--- src/rtl/mux_seq_pkg.sv ---
// Shared constants and types for the four-channel sequential multiplexer.
package mux_seq_pkg;

    localparam int NCH   = 4;
    localparam int SEL_W = 2;

    typedef logic [SEL_W-1:0] ch_idx_t;

    localparam ch_idx_t PTR_RST = '0;
    localparam ch_idx_t SEL_RST = '0;

endpackage

--- src/rtl/rr_arbiter_4.sv ---
// Combinational four-way round-robin arbiter; search starts at ptr and wraps.
module rr_arbiter_4
    import mux_seq_pkg::*;
(
    input  logic [NCH-1:0] full,
    input  ch_idx_t        ptr,
    output logic           grant_valid,
    output ch_idx_t        grant_idx
);

    ch_idx_t cand;

    // Walk from lowest to highest priority so the nearest request to ptr wins last.
    always_comb begin
        grant_valid = 1'b0;
        grant_idx   = ptr;
        cand        = ptr;
        for (int k = NCH - 1; k >= 0; k--) begin
            cand = ch_idx_t'(ptr + ch_idx_t'(k));
            if (full[cand]) begin
                grant_valid = 1'b1;
                grant_idx   = cand;
            end
        end
    end

endmodule

--- src/rtl/mux_sequencial.sv ---
// Four-channel time-division multiplexer with per-channel one-entry holding registers.
// Optional registered even-parity output P is enabled by defining MUX_SEQ_PARITY_EN.
module mux_sequencial
    import mux_seq_pkg::*;
#(
    parameter int WIDTH = 4
) (
    input  logic                 CLK,
    input  logic                 RST_N,
    input  logic [NCH*WIDTH-1:0] D,
    input  logic [NCH-1:0]       V,
    output logic [NCH-1:0]       R,
    output logic [WIDTH-1:0]     Y,
    output logic [SEL_W-1:0]     S,
    output logic                 YV,
    input  logic                 YR
`ifdef MUX_SEQ_PARITY_EN
    ,
    output logic                 P
`endif
);

    logic [NCH-1:0]   full;
    logic [WIDTH-1:0] hold [NCH];
    ch_idx_t          ptr;
    logic             grant_valid;
    ch_idx_t          grant_idx;
    logic             slot_free;
    logic             load;

    assign R         = ~full;
    assign slot_free = ~YV | YR;
    assign load      = slot_free & grant_valid;

    rr_arbiter_4 u_arb (
        .full        (full),
        .ptr         (ptr),
        .grant_valid (grant_valid),
        .grant_idx   (grant_idx)
    );

    // A granted channel is always full, so capture and clear never hit the same bit.
    always_ff @(posedge CLK or negedge RST_N) begin
        if (!RST_N) begin
            full <= '0;
            ptr  <= PTR_RST;
            Y    <= '0;
            S    <= SEL_RST;
            YV   <= 1'b0;
            for (int i = 0; i < NCH; i++) begin
                hold[i] <= '0;
            end
        end else begin
            for (int i = 0; i < NCH; i++) begin
                if (V[i] && !full[i]) begin
                    full[i] <= 1'b1;
                    hold[i] <= D[i*WIDTH +: WIDTH];
                end else if (load && (grant_idx == ch_idx_t'(i))) begin
                    full[i] <= 1'b0;
                end
            end
            if (slot_free) begin
                if (grant_valid) begin
                    Y   <= hold[grant_idx];
                    S   <= grant_idx;
                    YV  <= 1'b1;
                    ptr <= ch_idx_t'(grant_idx + 2'd1);
                end else begin
                    YV  <= 1'b0;
                end
            end
        end
    end

`ifdef MUX_SEQ_PARITY_EN
    always_ff @(posedge CLK or negedge RST_N) begin
        if (!RST_N) begin
            P <= 1'b0;
        end else if (load) begin
            P <= ^hold[grant_idx];
        end
    end
`endif

endmodule

--- config.mk ---
export PLATFORM = sky130hd
export DESIGN_NAME = mux_sequencial
export DESIGN_NICKNAME = d
export VERILOG_FILES = /design/src/rtl/mux_seq_pkg.sv /design/src/rtl/rr_arbiter_4.sv /design/src/rtl/mux_sequencial.sv
export SDC_FILE = /design/constraint.sdc
export NUM_CORES = 1
export LEC_CHECK = 0
export CORE_ASPECT_RATIO = 1.4
export CORE_UTILIZATION = 48
export CTS_CLUSTER_DIAMETER = 200
export DETAILED_ROUTE_END_ITERATION = 6
export PLACE_DENSITY = 0.78
export SLEW_MARGIN = 20
export SYNTH_ARGS = -nofsm -noshare
export SYNTH_HDL_FRONTEND = slang
export SYNTH_HIERARCHICAL = 1
export SYNTH_SLANG_ARGS = --single-unit
--- constraint.sdc ---
create_clock -name CLK -period 2.87 [get_ports CLK]
set_input_delay 0.7175 -clock CLK [delete_from_list [all_inputs] [get_ports CLK]]
set_output_delay 0.7175 -clock CLK [all_outputs]
set_load 0.02 [all_outputs]
==> metrics.txt, run 1 <==
Buf/Inv on CP=1; Post-Synthesis Cells=~100; DR pass1 iterations=4; Critical Path AT=roughly 2.4 ns; pins over their slew limit=0; Yosys cell types=23; Fmax=between 0.4 and 0.5 GHz; clk buf depth=2; Iter 0 DRT Violations=15; via/cell ratio=approximately 5.2; NetSw=about 0.63 mW; relative slew slack=72.85%; Detail Placement HPWL=between 1500 and 2000 um; CP Capture Type=register; sequential share of power=a little under two fifths; final setup vio count=0; worst min path class=register to register; vias in the first global route=between 900 and 1000; gr usage total=20.90%; Avg Inst Size Synth=around 14 sq um; clock latency on the worst-skew pair=~0.32 ns; setup_tns=0 ns; Via Count=a little over 900; GRT overflow=0; cts hold-fix bufs=0; register area share after synthesis=52.58%; Tmin final=about 2.2 ns; antenna violations before repair=0; row count=22; CTS root buf=clkbuf_4; Initial Util=between 50% and 60%; Final Hold Vio Count=0; number of port buffers=33; crit path max fanout=9; Post-Syn Nets=128; # DRC=0; clock power share=about 18%; yosys warns=6; RSZ-0062 raised after global routing=no; #FFs+latches synth=29; die width=between 40 and 50 um; CP Cell Sequence=and2b_2, or4_1, nand2_1, inv_1, ha_1, mux2_2; die height=roughly 65 um; outcome=completed; CTS tree=yes; Req. time, crit path=between 3 and 4 ns; largest net degree at the start of global routing=30; cell family with most CP delay=simple AND/OR/NAND/NOR gates; postcts setup bufs=0; Critical Path Start Type=register; Cell Pwr Density=~1100 nW/um^2; fin crit share=77.30%; Fillers=221; Worst VDD drop=0.7984 mV; TritonCTS Buffers=5; final instance area=between 1500 and 2000 sq um; clk sink count=29; Cell Int Power=roughly 1.4 mW; worst stage delay on the critical path=0.49 ns; max_cap viols=0; Post-DRT Antenna Nets=0; Placer Congestion=0.7483; I/O pins=34; nets=around 170; clock skew=0.008159 ns; Worst-path clk slew=0.09 ns; placed cell area=roughly 1800 sq um; wire per inst=between 10 and 15 um; crit path kind=register to register; Syn Std Cell Area=around 1400 sq um; routed wire length=about 2600 um; register area=725.7 sq um; multi-input logic area=~610 sq um; first-pass GRT wire length=around 4500 um; H-Tree Depth=2; actual slew at the worst max-slew pin=~0.4 ns; ratio of cells with drive above 1 in the final layout=approximately 29%; synth-to-layout area growth=33.27%; die area=3097 sq um; CTS resizes=0; Leak Pwr=~0.80 nW; sw frac=a little under a third; ant diodes=0; slowest stage cell, crit path=or4_1; Core ar.=about 2700 sq um; combinational share of power=44.9%
==> placed cells by master (no fill, tap or decap), drive strengths merged, types with 2 or more instances in the layout <==
| master | n |
|---|---|
| mux2 | 24 |
| nor2 | 6 |
| nand2 | 2 |
| buf | 2 |
| dfrtp | 29 |
| a31oi | 4 |
| and2b | 3 |
| mux4 | 4 |
| nor2b | 6 |
| o21ai | 2 |
| inv | 7 |
| ha | 4 |
| clkbuf | 7 |
| clkdlybuf4s50 | 33 |
==> cells in the mapped netlist, drive strengths merged <==
master	n	area (sq um)
o21ai	2	10.01
nor2b	6	37.54
o221a	1	11.26
nor2	6	22.52
or2	1	6.260
ha	4	50.05
or4	1	7.510
nor3	1	5.000
a2bb2oi	1	8.760
a31oi	4	25.02
nand2	2	7.510
inv	7	26.28
and3b	1	8.760
buf	2	16.26
a21oi	1	5.000
dfrtp	29	725.7
nand2b	1	6.260
mux4	4	90.09
mux2	24	285.3
and2b	3	25.03
==> routing by layer <==
metal / wire length, um / vias up / share of wire [%] / track usage (%)
li1: - / 436 / - / -
met1: 1106 / 455 / 43 / 27.78
met2: 1308 / 25 / 51 / 31.51
met3: 140 / 2 / 5.4 / 7.418
met4: 27 / 0 / 1.0 / 6.429
met5: 0 / - / 0 / 0
==> kinds of logic (layout without fill, tap and decap cells) <==
kind of cell | Yosys count | in the layout | share of synthesized area, %
flops | 29 | 29 | 52.58
mux | 28 | 28 | 27.20
simple gates | 22 | 22 | 9.158
compound gates | 9 | 9 | 4.351
buf+inv | 9 | 50 | 3.082
fa+ha+maj | 4 | 4 | 3.627
==> state kept, by name, indices dropped and copies added, names as in the netlist <==
register  flops
S             2
Y             4
YV            1
full          4
hold         16
ptr           2
==> final cells by class <==
| cell class | instances | share of cell area, % |
|---|---|---|
| Multi-Input combinational cell | 63 | 33.27 |
| Clock buffer | 7 | 2.993 |
| Timing Repair Buffer | 35 | 18.78 |
| Inverter | 7 | 1.429 |
| Clock inverter | 1 | 1.633 |
| Sequential cell | 29 | 39.46 |
| Tap cell | 36 | 2.449 |
==> worst register-to-register path, stage by stage, from the launching register on <==
cell and delay, ns:
dfrtp_1 0.47, and2b_2 0.23, or4_1 0.49, nand2_1 0.26
inv_1 0.11, ha_1 0.28, mux2_2 0.26
==> stage by stage <==
stage / total power, mW / instances / setup WS (ns) / hold WS (ns) / util [%]
after floorplan: 1.383 / 101 / 0.8513 / 0.4219 / -
after global placement: 1.609 / 170 / 0.7066 / 0.4885 / 65.70
after detailed placement: 1.650 / 170 / 0.6536 / 0.4948 / 65.70
after CTS: 2.001 / 178 / 0.6237 / 0.5158 / 68.88
after global routing: 2.114 / 178 / 0.5435 / 0.5422 / 68.88
final: 1.978 / 178 / 0.6516 / 0.5169 / 68.88
==> power by group through the flow <==
stage               Sequential (mW)  Combinational [mW]  Clock (mW)
finish                        0.745               0.887       0.346
global route                  0.778               0.966       0.371
CTS                           0.744               0.900       0.358
detailed placement            0.753               0.897           0
global placement              0.742               0.867           0
floorplan                     0.759               0.624           0
==> final timing paths <==
path,end,slack (ns),depth (start not counted),start
max,ptr[1],0.65,6,full[0]
min,hold[10],0.52,1,hold[10]
max reg2reg,ptr[1],0.65,6,full[0]
min reg2reg,hold[10],0.52,1,hold[10]
max in group asynchronous,Y[0],1.84,2,RST_N
min in group asynchronous,hold[7],0.76,2,RST_N
Note: power is estimated with default switching activity, not from simulation.
==> inputs of run 2 (changes only) <==
==> constraint.sdc (replaced) <==
create_clock -name CLK -period 2.1 [get_ports CLK]
set_input_delay 0.525 -clock CLK [delete_from_list [all_inputs] [get_ports CLK]]
set_output_delay 0.525 -clock CLK [all_outputs]
set_load 0.02 [all_outputs]
==> metrics.txt, run 2 (synthesis results as in run 1) <==
leading registers by flop count=hold x16, Y x4, full x4; worst stage delay on the critical path=0.56 ns (+0.07 ns); Initial Util=51.69% (unchanged); clk sink count=29 (unchanged); slowest stage cell, crit path=or4_1; nets=176 (+4.8%); CTS root buf=clkbuf_4; clk buf depth=2 (unchanged); Worst-path clk slew=0.10 ns (about the same); max reg flops=16 (unchanged); Core ar.=2670 sq um (unchanged); number of port buffers=33 (unchanged); I/O pins=34 (unchanged); Req. time, crit path=2.32 ns (-0.76 ns); Post-DRT Antenna Nets=0 (unchanged); Detail Placement HPWL=2170 um (+9.1%); Fmax=0.4810 GHz (+6.7%); largest net degree at the start of global routing=30 (unchanged); die area=3097 sq um (unchanged); antenna violations before repair=0 (unchanged); DR pass1 iterations=4 (unchanged); commonest cells after routing, fill and taps aside=clkdlybuf4s50_1 (30), dfrtp_1 (29), mux2_2 (20); Critical Path Start Type=register; gr usage total=22.06% (+1.2 points); via/cell ratio=5.210 (+1.0%); max_cap viols=0 (unchanged); crit path max fanout=6 (-3); GRT overflow=0 (unchanged); pins over their slew limit=0 (unchanged); final setup vio count=0 (unchanged); outcome=completed; Tmin final=2.079 ns (-0.1396 ns); Worst VDD drop=0.9408 mV (+18%); routed wire length=2900 um (+12%); clock skew=0.01165 ns (+0.003492 ns); Iter 0 DRT Violations=6 (-9); wire per inst=15.59 um (+7.4%); fin crit share=98.99% (+22 points); # DRC=0 (unchanged); placed cell area=1784 sq um (+1.7%); vias in the first global route=1018 (+6.3%); Placer Congestion=0.7106 (-5.0%); ratio of cells with drive above 1 in the final layout=34.67% (+5.8 points); clock latency on the worst-skew pair=0.33 ns (about the same); CP Cell Sequence=and2b_2, or4_1, nand2_4, inv_1, ha_1, mux2_2; actual slew at the worst max-slew pin=0.5034 ns (+0.09698 ns); H-Tree Depth=2 (unchanged); Cell Pwr Density=1460 nW/um^2 (+36%); die height=65.45 um (unchanged); first-pass GRT wire length=4623 um (+3.6%); CP Capture Type=register; Tot Pwr=2.768 mW (+40%); Reg with most FFs=hold; final instance area=1896 sq um (+3.1%); die width=47.32 um (unchanged); CTS tree=yes; Via Count=969 (+5.6%); crit path kind=register to register; Leak Pwr=0.8617 nW (+7.6%); cts hold-fix bufs=0 (unchanged); ant diodes=0 (unchanged); Critical Path AT=2.30 ns (-0.13 ns); Final Hold Vio Count=0 (unchanged); relative slew slack=66.09% (-6.8 points); row count=22 (unchanged); worst min path class=register to register; TritonCTS Buffers=5 (unchanged); synth-to-layout area growth=37.35%; commonest non-fill, non-tap cell in the layout=clkdlybuf4s50_1
-- run 2: timing repair --
item,in CTS,in global routing
endpoints found under the setup margin,7,7
cloned,0,0
buffers inserted,2,2
resized for setup,3,5
-- run 2: power by group --
part	internal, mW	switching, mW	leakage (nW)
combinational	0.858	0.585	0.498
clock	0.126	0.199	0.0310
sequential	0.826	0.175	0.332
total	1.81	0.959	0.862
-- run 2: cell type report --
class,count,area [sq um]
multi-input cells,63,634.4
flip-flops and latches,29,725.7
repair buffers,43,409.1
well taps,36,45.04
inverters,7,26.28
clock inverters,3,17.52
clock buffers,5,37.54
fillers,189,774.5
-- run 2: worst paths after layout --
path / from / end / slack, ns / cells after the start
max in group asynchronous: RST_N / Y[2] / 1.27 / 2
min in group asynchronous: RST_N / hold[5] / 0.55 / 2
max: ptr[0] / ptr[1] / 0.02 / 6
min: hold[2] / hold[2] / 0.51 / 1
min reg2reg: hold[2] / hold[2] / 0.51 / 1
max reg2reg: ptr[0] / ptr[1] / 0.02 / 6
-- run 2: metrics by stage --
stage / cells / setup slack, ns / hold slack (ns) / TNS [ns] / utilization, %
after CTS: 184 / 0.002401 / 0.5201 / 0 / 69.49
after global routing: 186 / -0.02773 / 0.5362 / -0.02773 / 70.99
after detailed placement: 174 / -0.05198 / 0.4965 / -0.1634 / 66.82
after global placement: 174 / 0.03952 / 0.4861 / 0 / 66.82
after floorplan: 101 / 0.08135 / 0.2294 / 0 / -
final: 186 / 0.02119 / 0.5132 / 0 / 70.99
-- run 2: critical path: cells and delay by family, from the launching register on --
kind | cells | cell delay (ns)
buffers and inverters | 1 | 0.08
DFF | 1 | 0.41
adders and majority gates | 1 | 0.29
and+or+nand+nor | 3 | 0.93
muxes | 1 | 0.26
-- run 2: layer usage --
| layer | part of all wire, % | track usage (%) | wire [um] | vias to the layer above |
|---|---|---|---|---|
| met4 | 3.0 | 10.71 | 88 | 0 |
| met2 | 54 | 36.99 | 1557 | 32 |
| met1 | 38 | 24.77 | 1101 | 473 |
| met3 | 5.3 | 5.495 | 153 | 9 |
| li1 | - | - | - | 455 |
| met5 | 0 | 0 | 0 | - |
==> inputs of run 3 (changes only) <==
--- a/config.mk
+++ b/config.mk
@@ -15,3 +15,4 @@
 export SYNTH_HDL_FRONTEND = slang
 export SYNTH_HIERARCHICAL = 1
 export SYNTH_SLANG_ARGS = --single-unit
+export TNS_END_PERCENT = 100
==> results of run 3 <==
Final layout, timing and power as in run 2 (identical DEF).
